===== config.mk =====
export PLATFORM = sky130hd
export DESIGN_NAME = bcd_seg_scan
export DESIGN_NICKNAME = d
export VERILOG_FILES = /design/src/rtl/bcd_seg_scan.sv
export SDC_FILE = /design/constraint.sdc
export NUM_CORES = 1
export LEC_CHECK = 0
export ABC_AREA = 1
export CAP_MARGIN = 20
export CORE_MARGIN = 2
export CORE_UTILIZATION = 54
export DETAILED_ROUTE_END_ITERATION = 7
export GPL_ROUTABILITY_DRIVEN = 1
export GPL_TIMING_DRIVEN = 0
export PLACE_DENSITY = 0.76
export SYNTH_ARGS = -nofsm -noshare
export SYNTH_HDL_FRONTEND = slang
export SYNTH_SLANG_ARGS = --single-unit

===== constraint.sdc =====
create_clock -name clk -period 8 [get_ports clk]
set_clock_uncertainty 0.05 [all_clocks]
set_input_delay 1.2 -clock clk [delete_from_list [all_inputs] [get_ports clk]]
set_output_delay 1.2 -clock clk [all_outputs]
set_load 0.05 [all_outputs]

===== src/rtl/bcd_seg_scan.sv =====
// Time-multiplexed 4-digit common-anode 7-segment driver for BCD ones/tens/hundreds.
// Optional build macro LEADING_ZERO_BLANK_EN blanks leading-zero hundreds/tens slots.
module bcd_seg_scan #(
  parameter int REFRESH_DIV  = 100000,
  parameter int BLANK_CYCLES = 2
) (
  input  logic       clk,
  input  logic       rst_n,
  input  logic [3:0] ones,
  input  logic [3:0] tens,
  input  logic [3:0] hundreds,
  output logic [3:0] an,
  output logic [6:0] seg,
  output logic       frame_done
);

  localparam int CW = (REFRESH_DIV > 1) ? $clog2(REFRESH_DIV) : 1;
  localparam logic [CW-1:0] DIV_LAST    = CW'(REFRESH_DIV - 1);
  localparam logic [CW-1:0] BLANK_START = CW'(REFRESH_DIV - BLANK_CYCLES);

  logic [CW-1:0] div_cnt, div_nxt;
  logic [1:0]    slot, slot_nxt;
  logic [3:0]    s_ones, s_tens, s_hund;
  logic [3:0]    s_ones_nxt, s_tens_nxt, s_hund_nxt;
  logic [3:0]    digit;
  logic          wrap, blank;
  logic [3:0]    an_nxt;
  logic [6:0]    seg_nxt;
  logic          frame_done_nxt;

  function automatic logic [6:0] decode(input logic [3:0] d);
    case (d)
      4'd0:    decode = 7'b1000000;
      4'd1:    decode = 7'b1111001;
      4'd2:    decode = 7'b0100100;
      4'd3:    decode = 7'b0110000;
      4'd4:    decode = 7'b0011001;
      4'd5:    decode = 7'b0010010;
      4'd6:    decode = 7'b0000010;
      4'd7:    decode = 7'b1111000;
      4'd8:    decode = 7'b0000000;
      4'd9:    decode = 7'b0010000;
      default: decode = 7'b0111111;
    endcase
  endfunction

  // Inputs have no handshake: they are sampled only on the last clock of slot 3,
  // so the whole next frame shows one coherent value.
  always_comb begin
    wrap       = (div_cnt == DIV_LAST);
    div_nxt    = wrap ? '0 : div_cnt + 1'b1;
    slot_nxt   = slot + {1'b0, wrap};
    s_ones_nxt = s_ones;
    s_tens_nxt = s_tens;
    s_hund_nxt = s_hund;
    if (wrap && slot == 2'd3) begin
      s_ones_nxt = ones;
      s_tens_nxt = tens;
      s_hund_nxt = hundreds;
    end
  end

  // Output stage looks at next-state values so the registered an/seg line up
  // with the slot counter on the same clock.
  always_comb begin
    digit = s_ones_nxt;
    case (slot_nxt)
      2'd1:    digit = s_tens_nxt;
      2'd2:    digit = s_hund_nxt;
      default: digit = s_ones_nxt;
    endcase
    blank = (div_nxt >= BLANK_START) || (slot_nxt == 2'd3);
`ifdef LEADING_ZERO_BLANK_EN
    if (slot_nxt == 2'd2 && s_hund_nxt == 4'd0)
      blank = 1'b1;
    if (slot_nxt == 2'd1 && s_hund_nxt == 4'd0 && s_tens_nxt == 4'd0)
      blank = 1'b1;
`endif
    an_nxt  = 4'b1111;
    seg_nxt = 7'b1111111;
    if (!blank) begin
      an_nxt  = ~(4'b0001 << slot_nxt);
      seg_nxt = decode(digit);
    end
    frame_done_nxt = (div_nxt == DIV_LAST) && (slot_nxt == 2'd3);
  end

  always_ff @(posedge clk or negedge rst_n) begin
    if (!rst_n) begin
      div_cnt    <= '0;
      slot       <= 2'd0;
      s_ones     <= 4'd0;
      s_tens     <= 4'd0;
      s_hund     <= 4'd0;
      an         <= 4'b1111;
      seg        <= 7'b1111111;
      frame_done <= 1'b0;
    end else begin
      div_cnt    <= div_nxt;
      slot       <= slot_nxt;
      s_ones     <= s_ones_nxt;
      s_tens     <= s_tens_nxt;
      s_hund     <= s_hund_nxt;
      an         <= an_nxt;
      seg        <= seg_nxt;
      frame_done <= frame_done_nxt;
    end
  end

endmodule


==> results of run 1 <==
-- synth_stat cells, types with 3 or more instances --
cell type / count
sky130_fd_sc_hd__a21oi_1: 3
sky130_fd_sc_hd__and2_1: 7
sky130_fd_sc_hd__dfrtp_1: 32
sky130_fd_sc_hd__dfstp_2: 11
sky130_fd_sc_hd__ha_1: 12
sky130_fd_sc_hd__inv_1: 68
sky130_fd_sc_hd__inv_2: 3
sky130_fd_sc_hd__nand2_1: 87
sky130_fd_sc_hd__nand2_2: 5
sky130_fd_sc_hd__nand3_1: 39
sky130_fd_sc_hd__nand3_2: 4
sky130_fd_sc_hd__nand4_1: 14
sky130_fd_sc_hd__nor2_1: 28
sky130_fd_sc_hd__nor2_2: 4
sky130_fd_sc_hd__o21ai_0: 8
sky130_fd_sc_hd__xor2_1: 3
-- registers in the layout, indices dropped and copies added (netlist names) --
register / flops
slot: 2
an: 4
s_hund: 4
frame_done: 1
s_ones: 4
s_tens: 4
seg: 7
div_cnt: 17
-- worst max-delay path, stage by stage, from the launching register on --
cell	delay, ps
sky130_fd_sc_hd__dfrtp_1	420
sky130_fd_sc_hd__ha_1	250
sky130_fd_sc_hd__nand3_2	170
sky130_fd_sc_hd__nor3_4	410
sky130_fd_sc_hd__nand2_2	190
sky130_fd_sc_hd__inv_1	120
sky130_fd_sc_hd__ha_1	150
sky130_fd_sc_hd__xor2_1	290
sky130_fd_sc_hd__inv_1	120
sky130_fd_sc_hd__ha_1	420
sky130_fd_sc_hd__inv_1	190
sky130_fd_sc_hd__nand3_1	100
sky130_fd_sc_hd__nand2_1	190
sky130_fd_sc_hd__inv_1	110
sky130_fd_sc_hd__ha_1	190
sky130_fd_sc_hd__inv_1	50
sky130_fd_sc_hd__nand3_1	80
sky130_fd_sc_hd__nand3_1	90
sky130_fd_sc_hd__nand3_1	60
-- layer usage --
metal  global-route usage  share of wire  up-vias
li1                     -              -     1139
met1                0.298           0.47      997
met2                0.336           0.46       54
met3               0.0511          0.051        8
met4               0.0658          0.017        0
met5                    0              0        -
-- cell families after synthesis --
kind of cell,count (synthesis),share of synthesized area
xor+xnor,4,0.0135
simple gates,195,0.359
flops,43,0.421
fa+ha+maj,12,0.0581
buf+inv,73,0.106
compound gates,17,0.0402
other cells,1,0.00145
-- worst paths after layout --
kind / from / end / cells after the start
worst max-delay path: div_cnt[0] / seg[5] / 18
worst min-delay path: s_ones[3] / s_ones[3] / 2
worst max register to register: div_cnt[0] / seg[5] / 18
worst min register to register: s_ones[3] / s_ones[3] / 2
max in group asynchronous: rst_n / seg[0] / 2
min in group asynchronous: rst_n / div_cnt[10] / 1
-- cell type report --
type                       count  area [sq um]
fill                         429          1650
multi-input combinational    229          1220
sequential                    43          1090
inverter                      73           274
timing repair buffer          26           273
clock buffer                   6          72.6
tap                           54          67.6
clock inverter                 2          12.5
-- where the power goes --
group / switching [mW] / internal [mW] / total, mW
Clock: 0.0731 / 0.0610 / 0.134
Combinational: 0.00704 / 0.00740 / 0.0144
Sequential: 0.0000598 / 0.218 / 0.218
Total: 0.0802 / 0.286 / 0.366
==> impl_metrics.sql, run 1 <==
INSERT INTO impl_metrics (metric_group, metric, value, unit) VALUES
('run_status', 'status', 'completed', ''),
('sta', 'setup_tns', '0', 'ps'),
('critical_path', 'start_kind', 'flop', ''),
('global_routing', 'grtUsageTotal', '0.216', ''),
('layout', 'finalInstanceArea', '0.00301', 'sq mm'),
('floorplan', 'pin_count', '26', ''),
('critical_path', 'regToRegSetupSlack', '4270', 'ps'),
('detailed_routing', 'drt-initial-drc-count', '224', ''),
('clock_tree', 'holdBufCountCts', '0', ''),
('yosys', 'synth_nets', '371', ''),
('critical_path', 'cp.arrival', '3900', 'ps'),
('critical_path', 'cp.required', '8170', 'ps'),
('detailed_routing', 'number_of_vias_in_the_routed_layout', '2198', ''),
('sta', 'timing_worst_slew_pin_value', '605', 'ps'),
('layout', 'final_core_utilization', '0.646', ''),
('detailed_routing', 'routed_wire_length_per_instance', '12.0', 'um'),
('floorplan', 'design.core.area', '0.00466', 'sq mm'),
('yosys', 'async_flop_share', '1.00', ''),
('placement', 'detailedPlace.worstSlack', '4260', 'ps'),
('sta', 'max_freq', '268', 'MHz'),
('sta', 'finalWorstSetupSlack', '4270', 'ps'),
('yosys', 'share_of_synthesized_area_occupied_by_flip_flops_and_latches', '0.421', ''),
('global_routing', 'initial_antenna_violation_count', '0', ''),
('floorplan', 'die-area', '0.00536', 'sq mm'),
('layout', 'most-common-layout-cells', 'sky130_fd_sc_hd__nand2_1 (87), sky130_fd_sc_hd__inv_1 (68), sky130_fd_sc_hd__nand3_1 (39)', ''),
('clock_tree', 'post_cts_resized', '0', ''),
('clock_tree', 'clk_transition_reported_paths', '80', 'ps'),
('global_routing', 'grt_pass1_vias', '2009', ''),
('clock_tree', 'cts_inserted_buffers', '5', ''),
('placement', 'port_buffers', '25', ''),
('clock_tree', 'postCtsSetupBuffers', '0', ''),
('floorplan', 'initial_standard_cell_utilization_of_the_core', '0.555', ''),
('layout', 'layout-drive-gt1-share', '0.108', ''),
('yosys', 'synth_enable_flop_cells', '0', ''),
('yosys', 'post-synth-top-area-fraction', '0.310', ''),
('sta', 'fin_crit_sh', '0.466', ''),
('clock_tree', 'htree_levels', '2', ''),
('clock_tree', 'ctsRootBufferMaster', 'sky130_fd_sc_hd__clkbuf_8', ''),
('yosys', 'synth_area_leaders', 'sky130_fd_sc_hd__dfrtp_1 (31%), sky130_fd_sc_hd__nand2_1 (13%), sky130_fd_sc_hd__dfstp_2 (11%)', ''),
('placement', 'dp.final_hpwl', '4140', 'um'),
('pwr', 'p_leak', '1.60', 'nW'),
('sta', 'slew_violations', '0', ''),
('placement', 'gp_congestion', '0.908', ''),
('clock_tree', 'clkLatencyLatePin', '290', 'ps'),
('placement', 'placed_cells', '425', ''),
('global_routing', 'grt_pass1_wl', '8900', 'um'),
('critical_path', 'path_class', 'reg -> reg', ''),
('job', 'timing.max_cap.violations', '0', ''),
('sta', 'hold_viol_final', '0', ''),
('detailed_routing', 'route.detailed.drc', '0', ''),
('detailed_routing', 'drt_first_pass_iters', '5', ''),
('worst_hold_path', 'worst_hold_path_type', 'reg -> reg', ''),
('sta', 'finalSetupViolations', '0', ''),
('yosys', 'yosysTopAreaCell', 'sky130_fd_sc_hd__dfrtp_1', ''),
('clock_tree', 'clock_path_buffers', '2', ''),
('layout', 'fin_cells', '433', ''),
('global_routing', 'global_route.overflow_total', '0', ''),
('yosys', 'synth-seq-cells', '43', ''),
('yosys', 'number_of_distinct_library_cells_after_synthesis', '29', ''),
('yosys', 'yosys_warnings', '0', ''),
('critical_path', 'critical_path.endpoint_type', 'flop', ''),
('floorplan', 'die_width', '73.2', 'um'),
('sta', 'rsz_0062_raised_after_global_routing', 'no', ''),
('detailed_routing', 'avgViaCountPerCell', '5.08', ''),
('detailed_routing', 'detailed_route_wl', '5180', 'um'),
('clock_tree', 'cts.sink_count', '43', ''),
('detailed_routing', 'detail-route-antenna-nets', '0', ''),
('sta', 'fin_worst_hold_slack', '457', 'ps'),
('layout', 'layout.cells.most_common', 'sky130_fd_sc_hd__nand2_1', ''),
('layout', 'antenna-diode-count', '0', ''),
('critical_path', 'worstPathMaxFanout', '7', '');
(Power assumes the default switching activity.)
==> run 2: changes to the inputs <==
- clock period: 8 -> 3.89 ns (I/O delays scaled with it)
==> run 2 against run 1 <==
Net effect:
- sequential share of layout area shrank 0.090 points
- final cell count up 0.23%
- sequential power increased by 110%
- core utilization rose by 0.16 points
- global-route usage unchanged
- clock power is 110% higher
- combinational power increased by 110%
- worst hold slack lost 260 ps
- worst setup slack worse by 3800 ps
- first-iteration DRC count fell by 4.5%
- register-to-register slack worse by 3800 ps
- largest power group unchanged
==> impl_metrics.sql, run 2 (synthesized netlist as in run 1, its figures left out) <==
INSERT INTO impl_metrics (metric_group, metric, value, unit) VALUES
('sta', 'hold_viol_final', '0', ''),
('detailed_routing', 'route.detailed.drc', '0', ''),
('detailed_routing', 'routed_wire_length_per_instance', '12.0', 'um'),
('critical_path', 'cpMaxStageDelayCell', 'sky130_fd_sc_hd__dfrtp_1', ''),
('sta', 'final_period_minus_worst_setup_slack', '3470', 'ps'),
('detailed_routing', 'number_of_vias_in_the_routed_layout', '2203', ''),
('critical_path', 'worst_path_largest_cell_delay', '430', 'ps'),
('floorplan', 'initial_standard_cell_utilization_of_the_core', '0.555', ''),
('floorplan', 'pin_count', '26', ''),
('sta', 'fin_worst_hold_slack', '194', 'ps'),
('layout', 'number_of_flip_flops_under_the_largest_register_name', '17', ''),
('global_routing', 'initial_antenna_violation_count', '0', ''),
('sta', 'setup_tns', '0', 'ps'),
('pwr', 'p_leak', '1.61', 'nW'),
('clock_tree', 'clk_transition_reported_paths', '80', 'ps'),
('sta', 'rsz_0062_raised_after_global_routing', 'no', ''),
('layout', 'area_delta_synth_final', '16.7', '%'),
('global_routing', 'maximum_number_of_pins_on_one_net_before_global_route_repair', '25', ''),
('sta', 'finalSetupViolations', '0', ''),
('critical_path', 'critical-path-top-delay-family', 'simple AND/OR/NAND/NOR gates', ''),
('critical_path', 'cp_num_buf_inv', '7', ''),
('clock_tree', 'clock_path_buffers', '2', ''),
('layout', 'largest_register', 'div_cnt', ''),
('pwr', 'power.total', '0.753', 'mW'),
('worst_hold_path', 'worst_hold_path_type', 'in -> async', ''),
('global_routing', 'global_route.overflow_total', '0', ''),
('clock_tree', 'postCtsSetupBuffers', '0', ''),
('run_status', 'status', 'completed', ''),
('clock_tree', 'htree_levels', '2', ''),
('floorplan', 'die_width', '73.2', 'um'),
('detailed_routing', 'drt_first_pass_iters', '5', ''),
('critical_path', 'cp.required', '4060', 'ps'),
('critical_path', 'critical_path.endpoint_type', 'flop', ''),
('critical_path', 'start_kind', 'flop', ''),
('critical_path', 'r2r_end', 'seg[5]', ''),
('critical_path', 'path_depth', '19', ''),
('detailed_routing', 'detail-route-antenna-nets', '0', ''),
('global_routing', 'grtUsageTotal', '0.216', ''),
('clock_tree', 'holdBufCountCts', '0', ''),
('layout', 'layout.cells.most_common', 'sky130_fd_sc_hd__nand2_1', ''),
('sta', 'slew_violations', '0', ''),
('floorplan', 'chipHeight', '73.2', 'um'),
('placement', 'gp_congestion', '0.908', ''),
('critical_path', 'worst_path_most_repeated_cell', 'sky130_fd_sc_hd__inv_1', ''),
('critical_path', 'path_cells', 'nand2_1 -> inv_1 -> nand3_1 -> inv_1 -> nand2_2 -> inv_1 -> ha_1 -> xor2_1 -> inv_1 -> ha_1 -> inv_1 -> nand3_1 -> nand2_1 -> inv_1 -> ha_1 -> inv_1 -> nand3_1 -> nand3_1 -> nand3_1', ''),
('pwr', 'netSwitchingPower', '0.164', 'mW'),
('pwr', 'combinationalPowerShare', '0.039', ''),
('pwr', 'pwr_density_cell', '249', 'mW/mm^2'),
('layout', 'final_net_count', '405', ''),
('global_routing', 'grt_pass1_wl', '8900', 'um'),
('pwr', 'power_report.internal_total', '0.589', 'mW'),
('layout', 'largestRegisters', 'div_cnt x17, seg x7', ''),
('floorplan', 'die-area', '0.00536', 'sq mm'),
('critical_path', 'crit_path_end', 'seg[5]', ''),
('global_routing', 'grt_pass1_vias', '2009', ''),
('pwr', 'worst_ir_drop_vdd', '0.234', 'mV'),
('sta', 'slew-limit-headroom', '0.590', ''),
('floorplan', 'design.core.area', '0.00466', 'sq mm'),
('critical_path', 'path_class', 'reg -> reg', ''),
('critical_path', 'regToRegSetupSlack', '420', 'ps'),
('detailed_routing', 'detailed_route_wl', '5200', 'um'),
('job', 'timing.max_cap.violations', '0', ''),
('clock_tree', 'cts.sink_count', '43', ''),
('placement', 'port_buffers', '25', ''),
('critical_path', 'reg2reg_depth', '19', ''),
('pwr', 'netSwitchingFraction', '0.218', ''),
('critical_path', 'startpoint', 'div_cnt[9]', ''),
('detailed_routing', 'avgViaCountPerCell', '5.08', ''),
('critical_path', 'cp.arrival', '3630', 'ps'),
('sta', 'max_freq', '289', 'MHz'),
('floorplan', 'num_rows', '25', ''),
('clock_tree', 'cts_tree', 'done', ''),
('layout', 'antenna-diode-count', '0', ''),
('detailed_routing', 'drt-initial-drc-count', '214', ''),
('placement', 'dp.final_hpwl', '4140', 'um'),
('critical_path', 'worstPathMaxFanout', '7', ''),
('critical_path', 'r2r_start', 'div_cnt[9]', ''),
('pwr', 'clockPowerShare', '0.365', ''),
('clock_tree', 'post_cts_resized', '0', ''),
('sta', 'fin_crit_sh', '0.891', ''),
('clock_tree', 'ctsRootBufferMaster', 'sky130_fd_sc_hd__clkbuf_8', ''),
('sta', 'timing_worst_slew_pin_value', '610', 'ps'),
('clock_tree', 'clkLatencyLatePin', '290', 'ps'),
('layout', 'layout-drive-gt1-share', '0.111', ''),
('clock_tree', 'cts_inserted_buffers', '5', ''),
('layout', 'most-common-layout-cells', 'sky130_fd_sc_hd__nand2_1 (87), sky130_fd_sc_hd__inv_1 (68), sky130_fd_sc_hd__nand3_1 (39)', ''),
('pwr', 'seqPwrFrac', '0.595', '');
## run 2: cell types whose count changed in the layout (fill, tap and decap cells not counted), sizes merged
| cell | previous run | this run |
|---|---|---|
| buf | 2 | 3 |
## run 2: worst register-to-register path, delay by kind of cell, from the launching register on
kind          cells  cell delay [ps]
flops             1              430
simple gates      8              930
fa+ha+maj         3              760
buf+inv           7              920
xor+xnor          1              290
## run 2: stage by stage
step                      cells   util  instance area (sq um)  setup WS [ps]
after floorplan             345      -                   2590            713
after global routing        434  0.648                   3020           89.5
after detailed placement    425  0.628                   2930            153
after CTS                   433  0.646                   3010            139
after global placement      424  0.623                   2900            244
final                       434  0.648                   3020            424
## run 2: metal layers
layer / vias to the layer above / GRT usage / share of wire
met4: 0 / 0.0658 / 0.018
li1: 1144 / - / -
met3: 10 / 0.0511 / 0.058
met2: 60 / 0.336 / 0.46
met1: 989 / 0.298 / 0.47
met5: - / 0 / 0
## run 2: worst min path at each step
stage                  end  startpoint  slack (ps)  cells after the start
2_1_floorplan   div_cnt[0]       rst_n         240                      0
3_3_place_gp     s_ones[2]   s_ones[2]         430                      2
3_5_place_dp     s_ones[3]   s_ones[3]         440                      2
4_1_cts        div_cnt[10]       rst_n         210                      1
5_1_grt        div_cnt[10]       rst_n         230                      1
6_report       div_cnt[10]       rst_n         190                      1
## run 2: layout make-up
cell class                      count  area (sq um)
Multi-Input combinational cell    229          1220
Fill cell                         426          1640
Inverter                           73           274
Timing Repair Buffer               27           280
Sequential cell                    43          1090
Tap cell                           54          67.6
Clock buffer                        6          72.6
Clock inverter                      2          12.5
## run 2: power by group through the flow
stage / combinational [mW] / clock (mW) / sequential (mW)
3_3_place_gp: 0.0275 / 0 / 0.457
2_1_floorplan: 0.00235 / 0 / 0.459
6_report: 0.0297 / 0.275 / 0.448
3_5_place_dp: 0.0306 / 0 / 0.457
5_1_grt: 0.0339 / 0.298 / 0.448
4_1_cts: 0.0306 / 0.282 / 0.448
==> run 3: changes to the inputs <==
- GPL_ROUTABILITY_DRIVEN: 1 -> 0
==> run 3 against run 2 <==
Net effect:
- critical path depth decreased by 2
- sequential share of layout area decreased by 0.089 points
- clock power about the same
- final area increased by 0.25%
- fmax decreased by 1.1%
- worst setup slack got worse by 38 ps
- wire length decreased by 1.8%
- core utilization increased by 0.16 points
- non-clock buffer count increased by 1
- global-route usage decreased by 0.32 points
==> impl_metrics.sql, run 3 (synthesized netlist as in run 1, its figures left out) <==
INSERT INTO impl_metrics (metric_group, metric, value, unit) VALUES
('critical_path', 'critical_path.endpoint_type', 'flop', ''),
('floorplan', 'initial_standard_cell_utilization_of_the_core', '0.555', ''),
('pwr', 'power_report.internal_total', '0.589', 'mW'),
('clock_tree', 'clk_transition_reported_paths', '90', 'ps'),
('critical_path', 'start_kind', 'flop', ''),
('critical_path', 'cp.arrival', '3670', 'ps'),
('detailed_routing', 'routed_wire_length_per_instance', '11.7', 'um'),
('global_routing', 'maximum_number_of_pins_on_one_net_before_global_route_repair', '24', ''),
('sta', 'hold_viol_final', '0', ''),
('sta', 'setup_tns', '0', 'ps'),
('clock_tree', 'ctsRootBufferMaster', 'sky130_fd_sc_hd__clkbuf_8', ''),
('detailed_routing', 'detail-route-antenna-nets', '0', ''),
('global_routing', 'grt_pass1_wl', '8760', 'um'),
('sta', 'max_freq', '285', 'MHz'),
('worst_hold_path', 'worst_hold_path_type', 'in -> async', ''),
('detailed_routing', 'route.detailed.drc', '0', ''),
('layout', 'largestRegisters', 'div_cnt x17, seg x7', ''),
('layout', 'layout.cells.most_common', 'sky130_fd_sc_hd__nand2_1', ''),
('pwr', 'netSwitchingPower', '0.165', 'mW'),
('critical_path', 'path_class', 'reg -> reg', ''),
('pwr', 'netSwitchingFraction', '0.219', ''),
('floorplan', 'pin_count', '26', ''),
('sta', 'rsz_0062_raised_after_global_routing', 'no', ''),
('clock_tree', 'cts_tree', 'done', ''),
('layout', 'layout-drive-gt1-share', '0.113', ''),
('floorplan', 'design.core.area', '0.00466', 'sq mm'),
('critical_path', 'worstPathMaxFanout', '7', ''),
('pwr', 'worst_ir_drop_vdd', '0.188', 'mV'),
('pwr', 'clockPowerShare', '0.366', ''),
('layout', 'number_of_flip_flops_under_the_largest_register_name', '17', ''),
('critical_path', 'cpMaxStageDelayCell', 'sky130_fd_sc_hd__dfrtp_1', ''),
('layout', 'area_delta_synth_final', '17.0', '%'),
('sta', 'slew-limit-headroom', '0.612', ''),
('sta', 'timing_worst_slew_pin_value', '578', 'ps'),
('layout', 'nFillCells', '408', ''),
('pwr', 'seqPwrFrac', '0.595', ''),
('sta', 'slew_violations', '0', ''),
('pwr', 'combinationalPowerShare', '0.039', ''),
('sta', 'fin_worst_hold_slack', '205', 'ps'),
('clock_tree', 'cts_inserted_buffers', '5', ''),
('sta', 'finalSetupViolations', '0', ''),
('pwr', 'pwr_density_cell', '249', 'mW/mm^2'),
('detailed_routing', 'number_of_vias_in_the_routed_layout', '2175', ''),
('floorplan', 'die_width', '73.2', 'um'),
('placement', 'port_buffers', '25', ''),
('critical_path', 'critical-path-top-delay-family', 'simple AND/OR/NAND/NOR gates', ''),
('sta', 'fin_crit_sh', '0.901', ''),
('detailed_routing', 'detailed_route_wl', '5100', 'um'),
('layout', 'antenna-diode-count', '0', ''),
('layout', 'most-common-layout-cells', 'sky130_fd_sc_hd__nand2_1 (87), sky130_fd_sc_hd__inv_1 (68), sky130_fd_sc_hd__nand3_1 (39)', ''),
('placement', 'dp.final_hpwl', '4060', 'um'),
('clock_tree', 'clkLatencyLatePin', '290', 'ps'),
('critical_path', 'worst_path_largest_cell_delay', '420', 'ps'),
('global_routing', 'grt_pass1_vias', '1945', ''),
('pwr', 'p_leak', '1.61', 'nW'),
('global_routing', 'global_route.overflow_total', '0', ''),
('clock_tree', 'post_cts_resized', '0', ''),
('critical_path', 'cp_num_buf_inv', '4', ''),
('clock_tree', 'htree_levels', '2', ''),
('job', 'timing.max_cap.violations', '0', ''),
('detailed_routing', 'drt_first_pass_iters', '4', ''),
('clock_tree', 'clock_path_buffers', '2', ''),
('critical_path', 'path_cells', 'ha_1 -> nand3_2 -> nor3_4 -> nand2_2 -> inv_1 -> ha_1 -> xor2_1 -> inv_1 -> ha_1 -> inv_1 -> nand3_1 -> nand2_1 -> inv_1 -> ha_1 -> nand3b_1 -> nand3_1 -> nand2_1', ''),
('detailed_routing', 'avgViaCountPerCell', '5.00', ''),
('layout', 'largest_register', 'div_cnt', ''),
('global_routing', 'initial_antenna_violation_count', '0', ''),
('sta', 'final_period_minus_worst_setup_slack', '3500', 'ps'),
('layout', 'fin_cells', '435', ''),
('layout', 'final_net_count', '406', ''),
('floorplan', 'num_rows', '25', ''),
('placement', 'placed_cells', '425', ''),
('critical_path', 'cp.required', '4060', 'ps'),
('global_routing', 'grtUsageTotal', '0.213', ''),
('clock_tree', 'holdBufCountCts', '0', ''),
('run_status', 'status', 'completed', ''),
('detailed_routing', 'drt-initial-drc-count', '122', ''),
('floorplan', 'die-area', '0.00536', 'sq mm'),
('floorplan', 'chipHeight', '73.2', 'um'),
('clock_tree', 'cts.sink_count', '43', '');
run 3: cell count changes in the layout (fill, tap and decap cells not counted), sizes merged:
cell	delta
buf	+1
run 3: worst paths after layout:
kind | startpoint | cells past startpoint | end | slack [ps]
max | div_cnt[0] | 17 | seg[6] | 390
min in group clk | s_ones[3] | 2 | s_ones[3] | 460
max reg2reg | div_cnt[0] | 17 | seg[6] | 390
max in group asynchronous | rst_n | 2 | seg[0] | 3010
min reg2reg | s_ones[3] | 2 | s_ones[3] | 460
min | rst_n | 1 | div_cnt[10] | 200
run 3: stage by stage:
| stage | power (mW) | instance area [sq um] | setup WS (ps) | utilization |
|---|---|---|---|---|
| detailed placement | 0.487 | 2930 | 135 | 0.628 |
| CTS | 0.762 | 3010 | 117 | 0.646 |
| floorplan | 0.461 | 2590 | 713 | - |
| global route | 0.780 | 3030 | 8.67 | 0.649 |
| global placement | 0.484 | 2900 | 226 | 0.623 |
| finish | 0.754 | 3030 | 386 | 0.649 |
run 3: per-layer routing:
layer  GRT usage  part of all wire  routed length [um]
met1       0.307              0.48                2450
met4      0.0658             0.014                  72
met3      0.0456             0.044                 225
met5           0                 0                   0
met2       0.319              0.46                2350
run 3: repair_timing:
action | in CTS | in global routing
buffers inserted | 0 | 2
hold endpoints to repair | 0 | 0
endpoints found under the setup margin | 0 | 7
run 3: cell type report:
type                       instances  area [sq um]  share of cell area
clock buffer                       6          72.6              0.0240
clock inverter                     2          12.5             0.00413
inverter                          73           274              0.0905
multi-input combinational        229          1220               0.404
sequential                        43          1090               0.360
tap                               54          67.6              0.0223
timing repair buffer              28           288              0.0951
run 3: power groups by stage:
stage                     registers [mW]  logic, mW  clock network (mW)
final                              0.448     0.0297               0.276
after global routing               0.448     0.0337               0.298
after CTS                          0.448     0.0306               0.283
after detailed placement           0.457     0.0306                   0
after global placement             0.457     0.0275                   0
after floorplan                    0.459    0.00235                   0
run 3: worst reg2reg max path: stages (launching register included):
cell and delay (ps):
sky130_fd_sc_hd__dfrtp_1 420, sky130_fd_sc_hd__ha_1 250, sky130_fd_sc_hd__nand3_2 180, sky130_fd_sc_hd__nor3_4 240
sky130_fd_sc_hd__nand2_2 150, sky130_fd_sc_hd__inv_1 100, sky130_fd_sc_hd__ha_1 150, sky130_fd_sc_hd__xor2_1 310
sky130_fd_sc_hd__inv_1 130, sky130_fd_sc_hd__ha_1 420, sky130_fd_sc_hd__inv_1 190, sky130_fd_sc_hd__nand3_1 100
sky130_fd_sc_hd__nand2_1 180, sky130_fd_sc_hd__inv_1 110, sky130_fd_sc_hd__ha_1 180, sky130_fd_sc_hd__nand3b_1 140
sky130_fd_sc_hd__nand3_1 90, sky130_fd_sc_hd__nand2_1 50
